**config.mk**
```make
export PLATFORM = sky130hd
export DESIGN_NAME = imm_encode
export DESIGN_NICKNAME = d
export VERILOG_FILES = /design/src/rtl/imm_encode.sv
export SDC_FILE = /design/constraint.sdc
export NUM_CORES = 1
export LEC_CHECK = 0
export BUFFER_PORTS_ARGS = -buffer_cell sky130_fd_sc_hd__buf_2
export CAP_MARGIN = 20
export CORE_MARGIN = 5
export CORE_UTILIZATION = 50
export DETAILED_ROUTE_END_ITERATION = 7
export HOLD_SLACK_MARGIN = 0.05
export PLACE_DENSITY = 0.93
export SYNTH_ARGS = -nofsm -noshare
export SYNTH_HDL_FRONTEND = slang
export SYNTH_SLANG_ARGS = --single-unit
```
**constraint.sdc**
```tcl
create_clock -name clk -period 2.2 [get_ports clk]
set_input_delay 0.55 -clock clk [delete_from_list [all_inputs] [get_ports clk]]
set_output_delay 0.55 -clock clk [all_outputs]
set_load 0.005 [all_outputs]
```
**src/rtl/imm_encode.sv**
```systemverilog
// imm_encode: packs a signed immediate into RISC-V I/S/SB/U/UJ bit positions
// over a base instruction word and flags immediates that cannot be represented.
// Two-stage valid/ready pipeline; stage 2 drives the outputs.
// Optional feature macro: IMM_ENCODE_ERR_CNT_EN adds a saturating count of
// erroneous output handshakes (err_cnt) with a synchronous clear (err_cnt_clr).
module imm_encode #(
  parameter int unsigned XLEN = 64,
  parameter int unsigned ILEN = 32
) (
  input  logic            clk,
  input  logic            rst_n,
  input  logic            in_valid,
  output logic            in_ready,
  input  logic [2:0]      sel_type,
  input  logic [ILEN-1:0] base,
  input  logic [XLEN-1:0] imm,
  output logic            out_valid,
  input  logic            out_ready,
  output logic [ILEN-1:0] instr,
  output logic            imm_err
`ifdef IMM_ENCODE_ERR_CNT_EN
  ,
  input  logic            err_cnt_clr,
  output logic [15:0]     err_cnt
`endif
);

  localparam logic [2:0] TYPE_I  = 3'd1;
  localparam logic [2:0] TYPE_S  = 3'd2;
  localparam logic [2:0] TYPE_SB = 3'd3;
  localparam logic [2:0] TYPE_U  = 3'd4;
  localparam logic [2:0] TYPE_UJ = 3'd5;

  typedef struct packed {
    logic [ILEN-1:0] instr;
    logic            err;
  } enc_t;

  enc_t enc_c;
  enc_t s1_q;
  logic s1_valid;
  logic s2_load;
  logic accept;

  // Upper bits must be a pure sign extension for the value to fit the field.
  logic fits_12_c;
  logic fits_13_c;
  logic fits_21_c;
  logic fits_32_c;

  assign fits_12_c = (&imm[XLEN-1:11]) | ~(|imm[XLEN-1:11]);
  assign fits_13_c = (&imm[XLEN-1:12]) | ~(|imm[XLEN-1:12]);
  assign fits_21_c = (&imm[XLEN-1:20]) | ~(|imm[XLEN-1:20]);
  assign fits_32_c = (&imm[XLEN-1:31]) | ~(|imm[XLEN-1:31]);

  // Merge the immediate into the base word and compute the range error.
  always_comb begin
    enc_c.instr = base;
    enc_c.err   = 1'b0;
    case (sel_type)
      TYPE_I: begin
        enc_c.instr[31:20] = imm[11:0];
        enc_c.err          = ~fits_12_c;
      end
      TYPE_S: begin
        enc_c.instr[31:25] = imm[11:5];
        enc_c.instr[11:7]  = imm[4:0];
        enc_c.err          = ~fits_12_c;
      end
      TYPE_SB: begin
        enc_c.instr[31]    = imm[12];
        enc_c.instr[7]     = imm[11];
        enc_c.instr[30:25] = imm[10:5];
        enc_c.instr[11:8]  = imm[4:1];
        enc_c.err          = ~fits_13_c | imm[0];
      end
      TYPE_U: begin
        enc_c.instr[31:12] = imm[31:12];
        enc_c.err          = ~fits_32_c | (|imm[11:0]);
      end
      TYPE_UJ: begin
        enc_c.instr[31]    = imm[20];
        enc_c.instr[19:12] = imm[19:12];
        enc_c.instr[20]    = imm[11];
        enc_c.instr[30:21] = imm[10:1];
        enc_c.err          = ~fits_21_c | imm[0];
      end
      default: begin
        enc_c.instr = base;
        enc_c.err   = 1'b0;
      end
    endcase
  end

  // Handshake control: stage 2 can take data when empty or being drained.
  assign s2_load  = ~out_valid | out_ready;
  assign in_ready = ~s1_valid | s2_load;
  assign accept   = in_valid & in_ready;

  // Stage 1: capture on accept, empty once its content moves on.
  always_ff @(posedge clk or negedge rst_n) begin
    if (!rst_n) begin
      s1_valid <= 1'b0;
      s1_q     <= '0;
    end else if (accept) begin
      s1_valid <= 1'b1;
      s1_q     <= enc_c;
    end else if (s1_valid && s2_load) begin
      s1_valid <= 1'b0;
    end
  end

  // Stage 2: output register, held while the consumer stalls.
  always_ff @(posedge clk or negedge rst_n) begin
    if (!rst_n) begin
      out_valid <= 1'b0;
      instr     <= '0;
      imm_err   <= 1'b0;
    end else if (s2_load) begin
      out_valid <= s1_valid;
      if (s1_valid) begin
        instr   <= s1_q.instr;
        imm_err <= s1_q.err;
      end
    end
  end

`ifdef IMM_ENCODE_ERR_CNT_EN
  // Saturating count of erroneous results handed to the consumer.
  always_ff @(posedge clk or negedge rst_n) begin
    if (!rst_n) begin
      err_cnt <= 16'd0;
    end else if (err_cnt_clr) begin
      err_cnt <= 16'd0;
    end else if (out_valid && out_ready && imm_err && (err_cnt != 16'hFFFF)) begin
      err_cnt <= err_cnt + 16'd1;
    end
  end
`endif

endmodule
```
# After elaboration in Yosys (flattened, before gate mapping)
# Cells that the tools add are included.
[totals]
out_inout_bits = 35
regBits = 68
[op_classes]
mux = 7
reduce_logical = 14
bitwise = 20
eq_ne = 5
[ops]
columns = ["op", "count"]
rows = [
  ["53-bit AND reduction", 1],
  ["53-bit OR reduction", 1],
  ["52-bit AND reduction", 1],
  ["52-bit OR reduction", 1],
  ["44-bit AND reduction", 1],
  ["44-bit OR reduction", 1],
  ["33-bit AND reduction", 1],
  ["33-bit OR reduction", 1],
  ["7-bit case mux with 4 select lines", 1],
  ["5-bit case mux with 3 select lines", 1],
  ["12-bit OR reduction", 1],
  ["1-bit NOT", 10],
  ["5-bit case mux with 2 select lines", 1],
  ["1-bit OR", 9],
  ["8-bit 2-to-1 mux", 1],
  ["3-bit by 2-bit == test with 1-bit output (second input constant)", 2],
  ["3-bit == test (second input constant)", 2],
  ["1-bit case mux with 4 select lines", 1],
  ["2-bit OR reduction", 2],
  ["3-bit by 1-bit == test with 1-bit output (second input constant)", 1],
  ["1-bit 2-to-1 mux", 2],
  ["2-bit AND reduction", 1],
  ["2-bit nonzero test", 1],
  ["1-bit AND", 1],
  ["1-bit logical AND", 1],
]

# Longest topological paths before layout
[depth]
ltp_word = 6
ltp_mapped = 7
mapped_depth_nobuf = 6

# Least setup slack after synthesis
# No wires, ideal clock.
[synth_path]
path_type = "in2reg"
start = "in imm[62]"
end = "reg s1_q[0] (netlist name)"
path_buffers = 0
arrival_time_ns = 1.918
stages = 6
t_required_ns = 2.066
setup_slack_ns = 0.149
path_cell_list = "nand4_1 -> nor4_1 -> nand3_1 -> or4_4 -> a2111oi_4 -> o211ai_1"
[synth_between]
elab_chain_cells = 6
[synth_rtl]
columns = ["item", "line_no", "source"]
rows = [
  ["start: declaration", "16", "input logic [XLEN-1:0] imm,"],
  ["52-bit OR reduction (tied with other cells)", "52", "assign fits_13_c = (&imm[XLEN-1:12]) | ~(|imm[XLEN-1:12]);"],
  ["1-bit NOT, on equally long branches", "52, 53, 54", ""],
  ["1-bit OR, on equally long branches", "52, 53, 54", ""],
  ["1-bit NOT, on equally long branches", "75, 79, 86", ""],
  ["1-bit OR, on equally long branches", "75, 79, 86", ""],
  ["1-bit case mux with 4 select lines (*)", "60", "case (sel_type)"],
  ["end signal: assignment", "107", "s1_q <= enc_c;"],
  ["end: declaration", "40", "enc_t s1_q;"],
]
# Mark *: on every way between the ends. The rest lies on a longest branch, timed or not.
# A chain may end at the register's enable or synchronous reset.

# Final worst setup path
[layout_path]
start = "in imm[37]"
end = "reg s1_q[0] (netlist name)"
# Same word-level chain as after synthesis.

==> out/results.md <==
| Metric | This run | Unit |
|---|---|---|
| Non-filler instance count after layout | 549 | - |
| Net count, final | 567 | - |
| Final wirelength | 8.952 | mm |
| Fraction of final layout cells with drive strength greater than 1 | 0.4584 | - |
| Sink count of the clock tree | 68 | - |
| Unrepaired setup endpoints after global routing | false | - |
| Average cell area after synthesis | 10.61 | µm² |
| Setup Buffers After CTS | 0 | - |
| Clock Tree Root | clkbuf_8 | - |
| Critical Path End Type | flip-flop | - |
| Total power of the final layout | 0.003640 | W |
| Maximum clock insertion buffer count | 2 | - |
| Pint | 0.002687 | W |
| Dpl hpwl | 7.006 | mm |
| Largest area contributor in the synthesized netlist | dfrtp_1 | - |
| Number of placed I/O pins | 138 | - |
| First-pass DRT Iterations | 4 | - |
| TritonCTS clock tree | done | - |
| Share of power burned in registers | 0.448 | - |
| Switching power | 0.0009529 | W |
| Via density per instance | 5.601 | - |
| DIE AREA | 8655 | µm² |
| Final Critical Period | 1.898 | ns |
| Port Buffers | 137 | - |
| Combinational Power Share | 0.218 | - |
| Die height | 93.03 | µm |
| Filler cell count in the final layout | 550 | - |
| Maximum number of pins on one net before global-route repair | 69 | - |
| Floorplan row count | 30 | - |
| Leakage power | 2.154 | nW |
| H-tree depth | 3 | - |
| Wire length per cell | 16.31 | µm |
| Count of buffer and inverter cells on the critical path | 1 | - |
| Critical path data required time | 2.41 | ns |
| CP Cell Sequence | buf_2, or4_1, nor3_1, nand2_1, o41a_1, o21ai_0, o211ai_1 | - |
| Critical path's largest stage delay | 0.50 | ns |
| Cell Pwr Density | 812.8 | nW/µm² |
| Total inserted antenna cells | 0 | - |
| First-pass GRT wire length | 14.37 | mm |
| Post-Route Hold Slack | 0.2134 | ns |
| Pin slew with the least headroom to its limit | 0.3920 | ns |
| Fraction of power spent switching nets | 0.2618 | - |
| GRT Residual Overflow | 0 | - |
| Final RePlAce weighted congestion | 0.8752 | - |
| Post-Syn Nets | 428 | - |
| Initial core utilization | 0.5102 | - |
| Cts repair resizes | 0 | - |
| Layout area overhead | 29.91 | % |
| Count of state elements after synthesis | 68 | - |
| Hold violation total from the final report | 0 | - |
| Vias in the first global route | 3110 | - |
| Relative slew slack | 0.7363 | - |
| Crit path DAT | 2.11 | ns |
| Die span in x | 93.03 | µm |
| Worst hold-check path type | input port to asynchronous set/reset pin | - |
| Crit Path Class | input port to flip-flop | - |
| Clock network latency to the later pin of the worst-skew pair | 0.33 | ns |
| Number of buffers inserted by hold repair at cts | 0 | - |
| Final standard cell utilization of the core | 0.6628 | - |
| Synth area leaders | dfrtp_1 49%, mux2_2 15%, mux2i_1 5.8%, o21ai_0 4.2%, nand2_1 3.6% | - |
| Peak Freq | 0.5269 | GHz |
| Worst setup SP type | input port | - |
| Cell family with the largest share of critical-path delay | simple AND/OR/NAND/NOR gates | - |
| Max-cap violation count | 0 | - |
| Tot GR Track Use | 0.2128 | - |
| Clock buffers created by TritonCTS | 9 | - |
| Count of final setup violators | 0 | - |
| Maximum clock skew at final layout | 0.007772 | ns |
| Clk pin slew, worst setup/hold paths | 0.07 | ns |
| Core box area | 6756 | µm² |
| DRT antenna net count | 0 | - |
| Standard cell with the maximum stage delay on the critical path | or4_1 | - |
| Yosys warning count | 0 | - |
| Clk network pwr share | 0.334 | - |
| Max VDD drop | 0.0003706 | V |
| Highest net fanout along the worst path | 2 | - |
| Post-synth top area share | 0.4936 | - |
| Number of remaining DRC errors | 0 | - |
| Final Slew Violations | 0 | - |
| Result of the run | complete, no violations | - |
| Post-synthesis instance area | 3447 | µm² |
| Antenna violations before repair | 0 | - |
| Count of vias placed by the detailed router | 3075 | - |
| Share of the yosys chip area belonging to registers | 0.4936 | - |
| Number of library cell types mapped by synthesis | 35 | - |
| Number of placed cells counting well taps | 533 | - |
| DRC violation total after the first TritonRoute iteration | 108 | - |
| Post-synthesis cell count | 325 | - |
| Portion of the clock cycle consumed by the worst path in the final layout | 0.8627 | - |
synthesized netlist by cell type (all sizes together):
cell,n
a2111oi,1
a21oi,23
a221o,1
a22o,1
a22oi,5
and2b,1
and3,2
and4,1
buf,6
clkbuf,12
dfrtp,68
mux2,47
mux2i,20
nand2,34
nand2b,5
nand3,4
nand3b,2
nand4,12
nor2,22
nor2b,2
nor3,4
nor4,15
o211ai,1
o21ai,29
o31ai,1
o41a,1
or2,1
or4,3
xnor2,1
path summary, 6_finish.rpt:
check	startpoint	endpoint	slack, ns	cells after the start
worst max-delay path	imm[37]	s1_q[0]	0.30	7
worst min-delay path	rst_n	s1_q[13]	0.21	2
worst max register to register	out_valid	s1_q[0]	0.53	5
worst min register to register	s1_q[20]	s1_q[20]	0.48	2
max in group asynchronous	rst_n	s1_q[31]	1.68	2
min in group clk	in_valid	s1_valid	0.44	2
through the flow:
| stage | worst slack (ns) | TNS (ns) | instance area, µm² |
|---|---|---|---|
| after detailed placement | -0.07355 | -0.07355 | 4239 |
| after global placement | -0.01286 | -0.01286 | 4239 |
| after global routing | 0.1657 | 0 | 4478 |
| final | 0.3020 | 0 | 4478 |
| after CTS | 0.2817 | 0 | 4478 |
| after floorplan | 0.1489 | 0 | 3447 |
cells by family after synthesis:
logic type,count (synthesis),synth area share
AO/OA/AOI/OAI,63,0.1078
flip-flops,68,0.4936
AND/OR/NAND/NOR,108,0.1593
multiplexers,67,0.2116
XOR/XNOR,1,0.002541
buffers and inverters,18,0.02504
routing by layer:
layer	global-route usage	part of all wire	up-vias
li1	-	-	1475
met1	0.2577	0.40	1435
met2	0.3587	0.49	140
met3	0.04747	0.080	25
met4	0.1026	0.031	0
met5	0	0	-
layout by cell type, fill, tap and decap left out:
cell        count
buf_12          2
o31ai_1         1
nor3_1          4
clkbuf_1        1
clkinv_2        1
a21oi_1        23
nor4_1         14
a22o_1          1
a221o_2         1
buf_4           7
nand2_1        33
o41a_1          1
nand3_1         4
nor2b_1         2
or2_2           1
or4_4           1
nand2_2         1
clkinvlp_4      1
bufinv_16       3
nor4_2          1
nand4_1        12
mux2_2         47
a2111oi_4       1
inv_6           1
mux2i_1        20
xnor2_1         1
and3_1          2
nand3b_1        2
nor2_1         22
and4_1          1
a22oi_1         5
and2b_2         1
nand2b_1        5
dfrtp_1        68
o21ai_0        29
buf_2         137
or4_1           2
clkbuf_8        9
o211ai_1        1
area by class of cell:
cell class	count	area [µm²]	share of cell area
timing repair buffer	146	778.2	0.1738
sequential	68	1702	0.3800
clock buffer	10	127.6	0.02850
tap	80	100.1	0.02235
multi-input combinational	239	1659	0.3705
clock inverter	6	111.4	0.02487
power by group through the flow:
stage | sequential (W) | combinational, W | clock, W
floorplan | 0.00165 | 0.000382 | 0
global placement | 0.00164 | 0.000772 | 0
detailed placement | 0.00166 | 0.000802 | 0
CTS | 0.00163 | 0.000807 | 0.00124
global route | 0.00167 | 0.000876 | 0.00130
finish | 0.00163 | 0.000793 | 0.00122
registers in the layout (all words and copies together) (netlist names):
signal     cells
s1_q          33
out_valid      1
instr         32
s1_valid       1
imm_err        1
Note: power is estimated with default switching activity, not from simulation.
